==> src/rtl/eth_reply_arb_pkg.sv <==
// Shared types and defaults for the Ethernet reply arbiter (ARP/ICMP/UDP onto one MAC byte stream).
// Optional round-robin selection is enabled by defining ETH_REPLY_ARB_RR_EN.
package eth_reply_arb_pkg;

    typedef enum logic [1:0] {
        IDLE = 2'd0,
        WAIT = 2'd1,
        PASS = 2'd2,
        GAP  = 2'd3
    } state_e;

    localparam int unsigned REQ_ARP  = 0;
    localparam int unsigned REQ_ICMP = 1;
    localparam int unsigned REQ_UDP  = 2;

    localparam int unsigned ERR_TIMEOUT  = 0;
    localparam int unsigned ERR_UNDERRUN = 1;
    localparam int unsigned ERR_OVERSIZE = 2;
    localparam int unsigned ERR_W        = 3;

    localparam int unsigned DEF_NUM_REQ         = 3;
    localparam int unsigned DEF_IFG_BYTES       = 12;
    localparam int unsigned DEF_START_TIMEOUT   = 16;
    localparam int unsigned DEF_MAX_FRAME_BYTES = 1518;

    localparam int unsigned BYTE_W     = 8;
    localparam int unsigned BYTE_CNT_W = 16;

    // One forwarded beat toward the MAC.
    typedef struct packed {
        logic [BYTE_W-1:0] word;
        logic              valid;
        logic              last;
    } out_beat_t;

    // Bits needed to hold values 0..max_val.
    function automatic int unsigned cnt_width(input int unsigned max_val);
        return (max_val < 2) ? 1 : $clog2(max_val + 1);
    endfunction

endpackage

==> src/rtl/ethernet_reply_arbiter_if.sv <==
// Requester-side and MAC-side signals of the reply arbiter, grouped with master/slave views.
// The arbiter uses the slave modport; the requester/MAC environment uses master.
interface ethernet_reply_arbiter_if
    import eth_reply_arb_pkg::*;
#(
    parameter int unsigned NUM_REQ = DEF_NUM_REQ
);
    logic [NUM_REQ-1:0]        i_req;
    logic [NUM_REQ*BYTE_W-1:0] i_word;
    logic [NUM_REQ-1:0]        i_valid;
    logic [NUM_REQ-1:0]        i_last;
    logic [NUM_REQ-1:0]        o_grant;
    logic [BYTE_W-1:0]         o_word;
    logic                      o_valid;
    logic                      o_last;
    logic                      o_busy;
    logic [ERR_W-1:0]          o_err;

    modport master (
        output i_req, i_word, i_valid, i_last,
        input  o_grant, o_word, o_valid, o_last, o_busy, o_err
    );

    modport slave (
        input  i_req, i_word, i_valid, i_last,
        output o_grant, o_word, o_valid, o_last, o_busy, o_err
    );
endinterface

==> src/rtl/eth_reply_arb_select.sv <==
// Combinational winner picker: fixed priority (lowest index) by default,
// round-robin starting at ptr when ETH_REPLY_ARB_RR_EN is defined.
module eth_reply_arb_select
    import eth_reply_arb_pkg::*;
#(
    parameter int unsigned NUM_REQ = DEF_NUM_REQ,
    localparam int unsigned IDX_W  = cnt_width(NUM_REQ - 1)
) (
    input  logic [NUM_REQ-1:0] req,
`ifdef ETH_REPLY_ARB_RR_EN
    input  logic [IDX_W-1:0]   ptr,
`endif
    output logic [NUM_REQ-1:0] onehot_c,
    output logic [IDX_W-1:0]   idx_c,
    output logic               any_c
);
    logic        found;
    int unsigned pos;

    always_comb begin
        onehot_c = '0;
        idx_c    = '0;
        found    = 1'b0;
        pos      = 0;
        for (int unsigned i = 0; i < NUM_REQ; i++) begin
`ifdef ETH_REPLY_ARB_RR_EN
            pos = 32'(ptr) + i;
            if (pos >= NUM_REQ) pos = pos - NUM_REQ;
`else
            pos = i;
`endif
            if (!found && req[pos]) begin
                found         = 1'b1;
                onehot_c[pos] = 1'b1;
                idx_c         = IDX_W'(pos);
            end
        end
    end

    assign any_c = |req;

endmodule

==> src/rtl/ethernet_reply_arbiter.sv <==
// Grants one reply transmitter at a time, forwards its frame with one cycle of latency,
// enforces an inter-frame gap and flags start timeout, underrun and oversize.
// Define ETH_REPLY_ARB_RR_EN for round-robin selection instead of fixed ARP>ICMP>UDP priority.
module ethernet_reply_arbiter
    import eth_reply_arb_pkg::*;
#(
    parameter int unsigned NUM_REQ         = DEF_NUM_REQ,
    parameter int unsigned IFG_BYTES       = DEF_IFG_BYTES,
    parameter int unsigned START_TIMEOUT   = DEF_START_TIMEOUT,
    parameter int unsigned MAX_FRAME_BYTES = DEF_MAX_FRAME_BYTES
) (
    input  logic                    i_clk,
    input  logic                    i_reset_n,
    ethernet_reply_arbiter_if.slave bus
);
    localparam int unsigned IDX_W = cnt_width(NUM_REQ - 1);
    localparam int unsigned TMO_W = cnt_width(START_TIMEOUT);
    localparam int unsigned GAP_W = cnt_width(IFG_BYTES);

    state_e                  state_q, state_d;
    logic [NUM_REQ-1:0]      grant_q, grant_d;
    logic [IDX_W-1:0]        gidx_q, gidx_d;
    logic [TMO_W-1:0]        tmo_q, tmo_d;
    logic [BYTE_CNT_W-1:0]   byte_q, byte_d;
    logic [GAP_W-1:0]        gap_q, gap_d;
    out_beat_t               out_q, out_d;
    logic                    busy_q, busy_d;
    logic [ERR_W-1:0]        err_q, err_d;

    logic                    g_req, g_valid, g_last;
    logic [BYTE_W-1:0]       g_word;
    logic [NUM_REQ-1:0]      sel_onehot;
    logic [IDX_W-1:0]        sel_idx;
    logic                    sel_any;
    logic                    take_byte;
    logic                    end_frame;
    logic [BYTE_CNT_W-1:0]   byte_next;

`ifdef ETH_REPLY_ARB_RR_EN
    logic [IDX_W-1:0]        ptr_q, ptr_d;
`endif

    eth_reply_arb_select #(
        .NUM_REQ (NUM_REQ)
    ) u_select (
        .req      (bus.i_req),
`ifdef ETH_REPLY_ARB_RR_EN
        .ptr      (ptr_q),
`endif
        .onehot_c (sel_onehot),
        .idx_c    (sel_idx),
        .any_c    (sel_any)
    );

    // Lane of the currently granted requester.
    always_comb begin
        g_req   = 1'b0;
        g_valid = 1'b0;
        g_last  = 1'b0;
        g_word  = '0;
        for (int unsigned k = 0; k < NUM_REQ; k++) begin
            if (gidx_q == IDX_W'(k)) begin
                g_req   = bus.i_req[k];
                g_valid = bus.i_valid[k];
                g_last  = bus.i_last[k];
                g_word  = bus.i_word[BYTE_W*k +: BYTE_W];
            end
        end
    end

    always_comb begin
        state_d   = state_q;
        grant_d   = grant_q;
        gidx_d    = gidx_q;
        tmo_d     = tmo_q;
        byte_d    = byte_q;
        gap_d     = gap_q;
        out_d     = '0;
        err_d     = '0;
        take_byte = 1'b0;
        end_frame = 1'b0;
        byte_next = (byte_q == '1) ? byte_q : byte_q + BYTE_CNT_W'(1);
`ifdef ETH_REPLY_ARB_RR_EN
        ptr_d     = ptr_q;
`endif

        case (state_q)
            IDLE: begin
                if (sel_any) begin
                    grant_d = sel_onehot;
                    gidx_d  = sel_idx;
                    tmo_d   = '0;
                    byte_d  = '0;
                    state_d = WAIT;
                end
            end
            WAIT: begin
                if (g_valid) begin
                    take_byte = 1'b1;
                end else if (!g_req) begin
                    // Withdrawn before starting: no gap, no error, pointer untouched.
                    grant_d = '0;
                    state_d = IDLE;
                end else if (tmo_q == TMO_W'(START_TIMEOUT - 1)) begin
                    err_d[ERR_TIMEOUT] = 1'b1;
                    end_frame          = 1'b1;
                end else begin
                    tmo_d = tmo_q + TMO_W'(1);
                end
            end
            PASS: begin
                if (g_valid) begin
                    take_byte = 1'b1;
                end else begin
                    err_d[ERR_UNDERRUN] = 1'b1;
                    end_frame           = 1'b1;
                end
            end
            GAP: begin
                // gap_q counts idle cycles after the cycle carrying o_last or the error pulse.
                if (gap_q == GAP_W'(IFG_BYTES)) begin
                    state_d = IDLE;
                end else begin
                    gap_d = gap_q + GAP_W'(1);
                end
            end
            default: state_d = IDLE;
        endcase

        if (take_byte) begin
            byte_d      = byte_next;
            out_d.word  = g_word;
            out_d.valid = 1'b1;
            state_d     = PASS;
            if (g_last) begin
                out_d.last = 1'b1;
                end_frame  = 1'b1;
            end else if (byte_next >= BYTE_CNT_W'(MAX_FRAME_BYTES)) begin
                out_d.last          = 1'b1;
                err_d[ERR_OVERSIZE] = 1'b1;
                end_frame           = 1'b1;
            end
        end

        if (end_frame) begin
            grant_d = '0;
            gap_d   = '0;
            state_d = GAP;
`ifdef ETH_REPLY_ARB_RR_EN
            ptr_d   = (gidx_q == IDX_W'(NUM_REQ - 1)) ? '0 : gidx_q + IDX_W'(1);
`endif
        end

        busy_d = (state_d != IDLE);
    end

    always_ff @(posedge i_clk or negedge i_reset_n) begin
        if (!i_reset_n) begin
            state_q <= IDLE;
            grant_q <= '0;
            gidx_q  <= '0;
            tmo_q   <= '0;
            byte_q  <= '0;
            gap_q   <= '0;
            out_q   <= '0;
            busy_q  <= 1'b0;
            err_q   <= '0;
`ifdef ETH_REPLY_ARB_RR_EN
            ptr_q   <= '0;
`endif
        end else begin
            state_q <= state_d;
            grant_q <= grant_d;
            gidx_q  <= gidx_d;
            tmo_q   <= tmo_d;
            byte_q  <= byte_d;
            gap_q   <= gap_d;
            out_q   <= out_d;
            busy_q  <= busy_d;
            err_q   <= err_d;
`ifdef ETH_REPLY_ARB_RR_EN
            ptr_q   <= ptr_d;
`endif
        end
    end

    assign bus.o_grant = grant_q;
    assign bus.o_word  = out_q.word;
    assign bus.o_valid = out_q.valid;
    assign bus.o_last  = out_q.last;
    assign bus.o_busy  = busy_q;
    assign bus.o_err   = err_q;

endmodule

==> src/flat_wrapper.sv <==
// flat-port wrapper written by rule: the top's interface ports become plain ports
module ethernet_reply_arbiter_flat import eth_reply_arb_pkg::*;
#(
    parameter int unsigned NUM_REQ         = DEF_NUM_REQ,
    parameter int unsigned IFG_BYTES       = DEF_IFG_BYTES,
    parameter int unsigned START_TIMEOUT   = DEF_START_TIMEOUT,
    parameter int unsigned MAX_FRAME_BYTES = DEF_MAX_FRAME_BYTES
)
  (i_clk, i_reset_n, bus_i_req, bus_i_word, bus_i_valid, bus_i_last, bus_o_grant, bus_o_word, bus_o_valid, bus_o_last, bus_o_busy, bus_o_err);
  ethernet_reply_arbiter_if #(.NUM_REQ(NUM_REQ)) bus_i ();
  input  logic i_clk;
  input  logic i_reset_n;
  input wire logic [$bits(bus_i.i_req)-1:0] bus_i_req;
  input wire logic [$bits(bus_i.i_word)-1:0] bus_i_word;
  input wire logic [$bits(bus_i.i_valid)-1:0] bus_i_valid;
  input wire logic [$bits(bus_i.i_last)-1:0] bus_i_last;
  output wire logic [$bits(bus_i.o_grant)-1:0] bus_o_grant;
  output wire logic [$bits(bus_i.o_word)-1:0] bus_o_word;
  output wire logic [$bits(bus_i.o_valid)-1:0] bus_o_valid;
  output wire logic [$bits(bus_i.o_last)-1:0] bus_o_last;
  output wire logic [$bits(bus_i.o_busy)-1:0] bus_o_busy;
  output wire logic [$bits(bus_i.o_err)-1:0] bus_o_err;
  assign bus_i.i_req = bus_i_req;
  assign bus_i.i_word = bus_i_word;
  assign bus_i.i_valid = bus_i_valid;
  assign bus_i.i_last = bus_i_last;
  assign bus_o_grant = bus_i.o_grant;
  assign bus_o_word = bus_i.o_word;
  assign bus_o_valid = bus_i.o_valid;
  assign bus_o_last = bus_i.o_last;
  assign bus_o_busy = bus_i.o_busy;
  assign bus_o_err = bus_i.o_err;
  ethernet_reply_arbiter #(.NUM_REQ(NUM_REQ), .IFG_BYTES(IFG_BYTES), .START_TIMEOUT(START_TIMEOUT), .MAX_FRAME_BYTES(MAX_FRAME_BYTES)) u_core (.i_clk(i_clk), .i_reset_n(i_reset_n), .bus(bus_i));
endmodule
==> config.mk <==
export PLATFORM = sky130hd
export DESIGN_NAME = ethernet_reply_arbiter_flat
export DESIGN_NICKNAME = d
export VERILOG_FILES = /design/src/rtl/eth_reply_arb_pkg.sv /design/src/rtl/ethernet_reply_arbiter_if.sv /design/src/rtl/eth_reply_arb_select.sv /design/src/rtl/ethernet_reply_arbiter.sv /design/src/flat_wrapper.sv
export SDC_FILE = /design/constraint.sdc
export NUM_CORES = 1
export LEC_CHECK = 0
export CAP_MARGIN = 15
export CORE_MARGIN = 2
export CORE_UTILIZATION = 47
export CTS_CLUSTER_SIZE = 16
export DETAILED_ROUTE_END_ITERATION = 8
export PLACE_DENSITY = 0.87
export SYNTH_ARGS = -nofsm -noshare
export SYNTH_HDL_FRONTEND = slang
export SYNTH_SLANG_ARGS = --single-unit
==> constraint.sdc <==
create_clock -name i_clk -period 2.45 [get_ports i_clk]
set_input_delay 0.735 -clock i_clk [delete_from_list [all_inputs] [get_ports i_clk]]
set_output_delay 0.735 -clock i_clk [all_outputs]
set_load 0.02 [all_outputs]
; ---- Yosys cells after proc, flatten, opt, wreduce, memory -nomap -nowiden
; Cells that the tools add are included.
[word_totals]
ff_bits = 46
inputBits = 35
out_inout_bits = 17
wordCells = 109
[op_classes]
add_sub_neg = 3
n_lt_le_gt_ge = 1
n_eq_ne = 16
mux = 59
n_reduce_logical = 19
[ops]
columns = op, n
row1 = $mux 16, 4
row2 = $mux 1, 29
row3 = $mux 8, 3
row4 = $mux 5, 4
row5 = $add 16x1->16 const B, 1
row6 = $eq 16x16->1 const B, 1
row7 = $ge 16x11->1 const B, 1
row8 = $mux 2, 7
row9 = $mux 3, 4
row10 = $mux 4, 3
row11 = $mux 10, 1
row12 = $pmux 5 s2, 1
row13 = $reduce_bool 2->1, 5
row14 = $eq 2x2->1 const B, 3
row15 = $ne 2x1->1 const B, 3
row16 = $ne 3x3->1 const B, 2
row17 = $pmux 2 s3, 1
row18 = $pmux 3 s2, 1
row19 = $reduce_and 2->1, 3
row20 = $add 5x1->5 const B, 1
row21 = $eq 5x4->1 const B, 1
row22 = $reduce_and 5->1, 1
row23 = $add 4x1->4 const B, 1
row24 = $eq 2x1->1 const B, 2
row25 = 11 further kinds, 15

; ---- Longest topological paths before layout
[logic_depth]
word_depth = 12
ltp_mapped = 9

; ---- Hierarchy
; From an unflattened synthesis, not the netlist that was laid out.
[unflattened]
hier_cells = 342
area_unflattened_um2 = 2964.1
[modules_own_cells]
columns = module, n_inst, cells_per_inst, area_per_inst_um2, seq_area_each_um2
row1 = ethernet_reply_arbiter, 1, 336, 2921.6, 1151.1
row2 = eth_reply_arb_select, 1, 6, 42.5, 0.0

; ---- Least setup slack after synthesis
; No wires, ideal clock.
[synth_timing]
path_kind = register to register
from = register u_core.byte_q[1]
to = register u_core.state_q[0]
arrival_time_ps = 2168
setup_slack_ps = 157
path_stages_with_launch = 9
path_buffers = 0
path_cell_list = dfrtp_1 -> ha_1 -> nand3_2 -> nor4_4 -> mux2i_1 -> o41ai_2 -> and4_4 -> o31a_4 -> o21bai_4
[synth_via]
elab_chain_len = 7
[synth_rtl]
columns = element, line
row1 = start: declaration, ethernet_reply_arbiter.sv:24  ; logic [BYTE_CNT_W-1:0] byte_q, byte_d;
row2 = start signal: assignment, ethernet_reply_arbiter.sv:176  ; byte_q <= byte_d;
row3 = $add 16x1->16 / $eq 16x16->1 (equally long branches), ethernet_reply_arbiter.sv:82  ; byte_next = (byte_q == '1) ? byte_q : byte_q + BYTE_CNT_W'(1);
row4 = $mux 16 *, ethernet_reply_arbiter.sv:82
row5 = $ge 16x11->1 *, ethernet_reply_arbiter.sv:138  ; end else if (byte_next >= BYTE_CNT_W'(MAX_FRAME_BYTES)) begin
row6 = $mux 1 *, ethernet_reply_arbiter.sv:138
row7 = $mux 1 *, ethernet_reply_arbiter.sv:135  ; if (g_last) begin
row8 = $mux 1 *, ethernet_reply_arbiter.sv:130  ; if (take_byte) begin
row9 = $mux 2 *, ethernet_reply_arbiter.sv:145  ; if (end_frame) begin
row10 = net u_core.state_d[0], ethernet_reply_arbiter.sv:20  ; state_e state_q, state_d;
row11 = end signal: assignment, ethernet_reply_arbiter.sv:172  ; state_q <= state_d;
row12 = end: declaration, ethernet_reply_arbiter.sv:20
; Mark *: on every way through the listed nets, which the timed path passes. The rest lies on a longest branch.
; A chain may end at the register's enable or synchronous reset.

; ---- Worst setup path after layout
[layout_timing]
from = register u_core.byte_q[0]
to = register u_core.state_q[0]
; Same word-level chain as after synthesis.

==> flow_metrics.tcl <==
set metrics [dict create \
    outcome "completed" \
    cts_max_level 2 \
    drtIter0Drc 282 \
    max_freq_mhz 422 \
    die_w_um 80.8 \
    syn_area_um2 2770 \
    synthesis.area_per_instance_um2 9.42 \
    hold_violations 0 \
    fin_ws_ps 81.5 \
    period_needed_ps 2370 \
    syn_to_final_growth_pct 31.9 \
    synthCells 294 \
    yosysMostFrequentCell "dfrtp_1" \
    required_ps 2640 \
    hold_slack_ps 507 \
    p_leak_nw 1.61 \
    crit_path_max_fanout 8 \
    synth_cell_types 55 \
    totalPowerFinal_mw 3.47 \
    cts_tree "done" \
    clkLatencyLatePin_ps 300 \
    max_cap_violations 0 \
    die_h_um 80.8 \
    post_cts_buffers 0 \
    gr-usage-all-layers_pct 23.6 \
    synth_top_area_share_pct 41.6 \
    grt_pass1_vias 2583 \
    synthTopCellsByArea "dfrtp_1, mux2i_1, nor2_1" \
    slew_headroom_pct 61.9 \
    synth_top_family_by_area "simple AND/OR/NAND/NOR gates" \
    ioPinCount 52 \
    final_antenna_net_count 0 \
    grt_max_degree 47 \
    drv_slew 0 \
    ir_drop_v 0.000679 \
    synth_flop_cell "dfrtp_1" \
    fin_area_um2 3650 \
    worstReg2RegStart "u_core.byte_q[0]$_DFFE_PN0P_" \
    dp_cells 436 \
    synthAdderAreaFrac_pct 4.07 \
    critPathKind "flop to flop" \
    gpl.final_weighted_congestion 0.951 \
    yosys_register_bits 46 \
    final_cells 444 \
    power_density_nw_per_um2 951 \
    finalClockSkew_ps 14.2 \
    cts_buffers 5 \
    drive_above_1_share_pct 16.7 \
    syn_nets 338 \
    setup-violations-final 0 \
    rsz0062_at_grt "false" \
    placed_cell_area_um2 3530 \
    synth_xor_area_share_pct 2.85 \
    yosysSeqAreaShare_pct 41.6 \
    synth-simple-area-share_pct 22.8 \
    clock_path_buffers 2 \
    synth_edf_count 0 \
    synth_compound_area_share_pct 17.9 \
    place_hpwl_um 5290 \
    cp-startpoint "u_core.byte_q[0]$_DFFE_PN0P_" \
    muxShareOfSynthArea_pct 6.91 \
    wl_um 7020 \
    coreArea_um2 5610 \
    worst_slew_pin_slew_ps 571 \
    rows 27 \
    place_ws_ps -27.5 \
    nNetsFinal 415 \
    hold_path_class "input port to async pin" \
    grt_pass1_wl_um 11900 \
    r2r_setup_slack_ps 80 \
    cts.clk_slew.worst_paths_ps 80 \
    die_area_um2 6520 \
    drt-vias-per-instance 5.73 \
    fin_setup_tns_ps 0 \
    cts_resized 0 \
    synth_top_area_cell "dfrtp_1" \
    drt_first_pass_iters 4 \
    start_util_pct 49.4 \
    clock_sinks 46 \
    numPortBuffers 51 \
    grt.overflow.total 0 \
    critical_path_arrival_ps 2560 \
    fin_util_pct 65.1 \
    fin_crit_sh_pct 96.7 \
    drc 0 \
    fillers 443 \
    synth_common_cells "dfrtp_1, nor2_1, nand2_1" \
    antenna_found_initial 0 \
    antenna_cells 0 \
    cts_root_buffer "clkbuf_8" \
    yosysWarnings 0 \
    end_kind "flop" \
    r2r_cells 9 \
    post_drt_wl_per_cell_um 15.8 \
    reg2reg_to "u_core.state_q[0]$_DFF_PN0_" \
    synthArstFlopShare_pct 100 \
    dr_total_vias 2543 \
    start_kind "flop" \
    holdBufCountCts 0 \
]
[logic make-up after synthesis]
kind of cell | count (synthesis)
and+or+nand+nor | 118
buffers and inverters | 23
adders and majority gates | 9
AOI/OAI and AO/OA | 70
muxes | 19
xor gates and xnor gates | 9
DFF | 46
[critical path: stages, from the launching register on]
cell,delay [ps]
dfrtp_1,350
ha_1,240
nand3_2,190
buf_4,190
a31oi_1,180
xnor2_1,200
o41ai_2,150
and4_4,180
o31a_4,390
o21bai_4,180
[registers in the layout (all words and copies together) (netlist names), 2 cells and up]
| signal | count |
|---|---|
| u_core.bus.o_err | 3 |
| u_core.bus.o_grant | 3 |
| u_core.bus.o_word | 8 |
| u_core.byte_q | 16 |
| u_core.gap_q | 4 |
| u_core.gidx_q | 2 |
| u_core.state_q | 2 |
| u_core.tmo_q | 5 |
[area by class of cell]
cell class	instances	area, um2	area share, %
clock buffers	7	76.3	2.09
clock inverters	1	30.0	0.822
inverters	11	41.3	1.13
multi-input cells	225	1520	41.6
flip-flops and latches	46	1160	31.7
well taps	72	90.1	2.47
repair buffers	82	738	20.2
[layer usage]
layer	global-route usage, %	routed length (um)
met4	10.5	225
met3	3.22	305
met2	40.8	3530
met5	0	0
met1	29.5	2950
[worst max-delay path by stage]
stage	cells after the start	to	slack [ps]
global route	9	u_core.state_q[0]$_DFF_PN0_	2
detailed placement	9	u_core.bus.o_busy$_DFF_PN0_	-30
finish	9	u_core.state_q[0]$_DFF_PN0_	80
floorplan	8	u_core.state_q[0]$_DFF_PN0_	160
CTS	8	u_core.state_q[0]$_DFF_PN0_	40
global placement	9	u_core.bus.o_busy$_DFF_PN0_	-30
[placed cells by master (no fill, tap or decap), drive strengths merged, types with 2 or more instances in the layout]
master,count
a41o,3
inv,10
nor4,3
o2bb2ai,2
nand2,22
a32oi,2
ha,9
a31oi,5
nand2b,5
clkdlybuf4s50,50
o21bai,3
buf,32
nor2,43
o31ai,2
xnor2,4
a21oi,17
a21boi,2
and3,4
a2bb2oi,2
a311oi,3
mux2i,18
nand4,7
dfrtp,46
nor2b,4
and4,7
nand3,11
o21ai,21
nor3,9
clkbuf,7
xor2,5
[power breakdown]
group	total, mW	internal (mW)	switching [mW]
combinational	1.86	0.810	1.05
sequential	1.05	0.939	0.112
clock	0.559	0.306	0.253
total	3.47	2.05	1.42
Power figures use the tool's default switching activity.
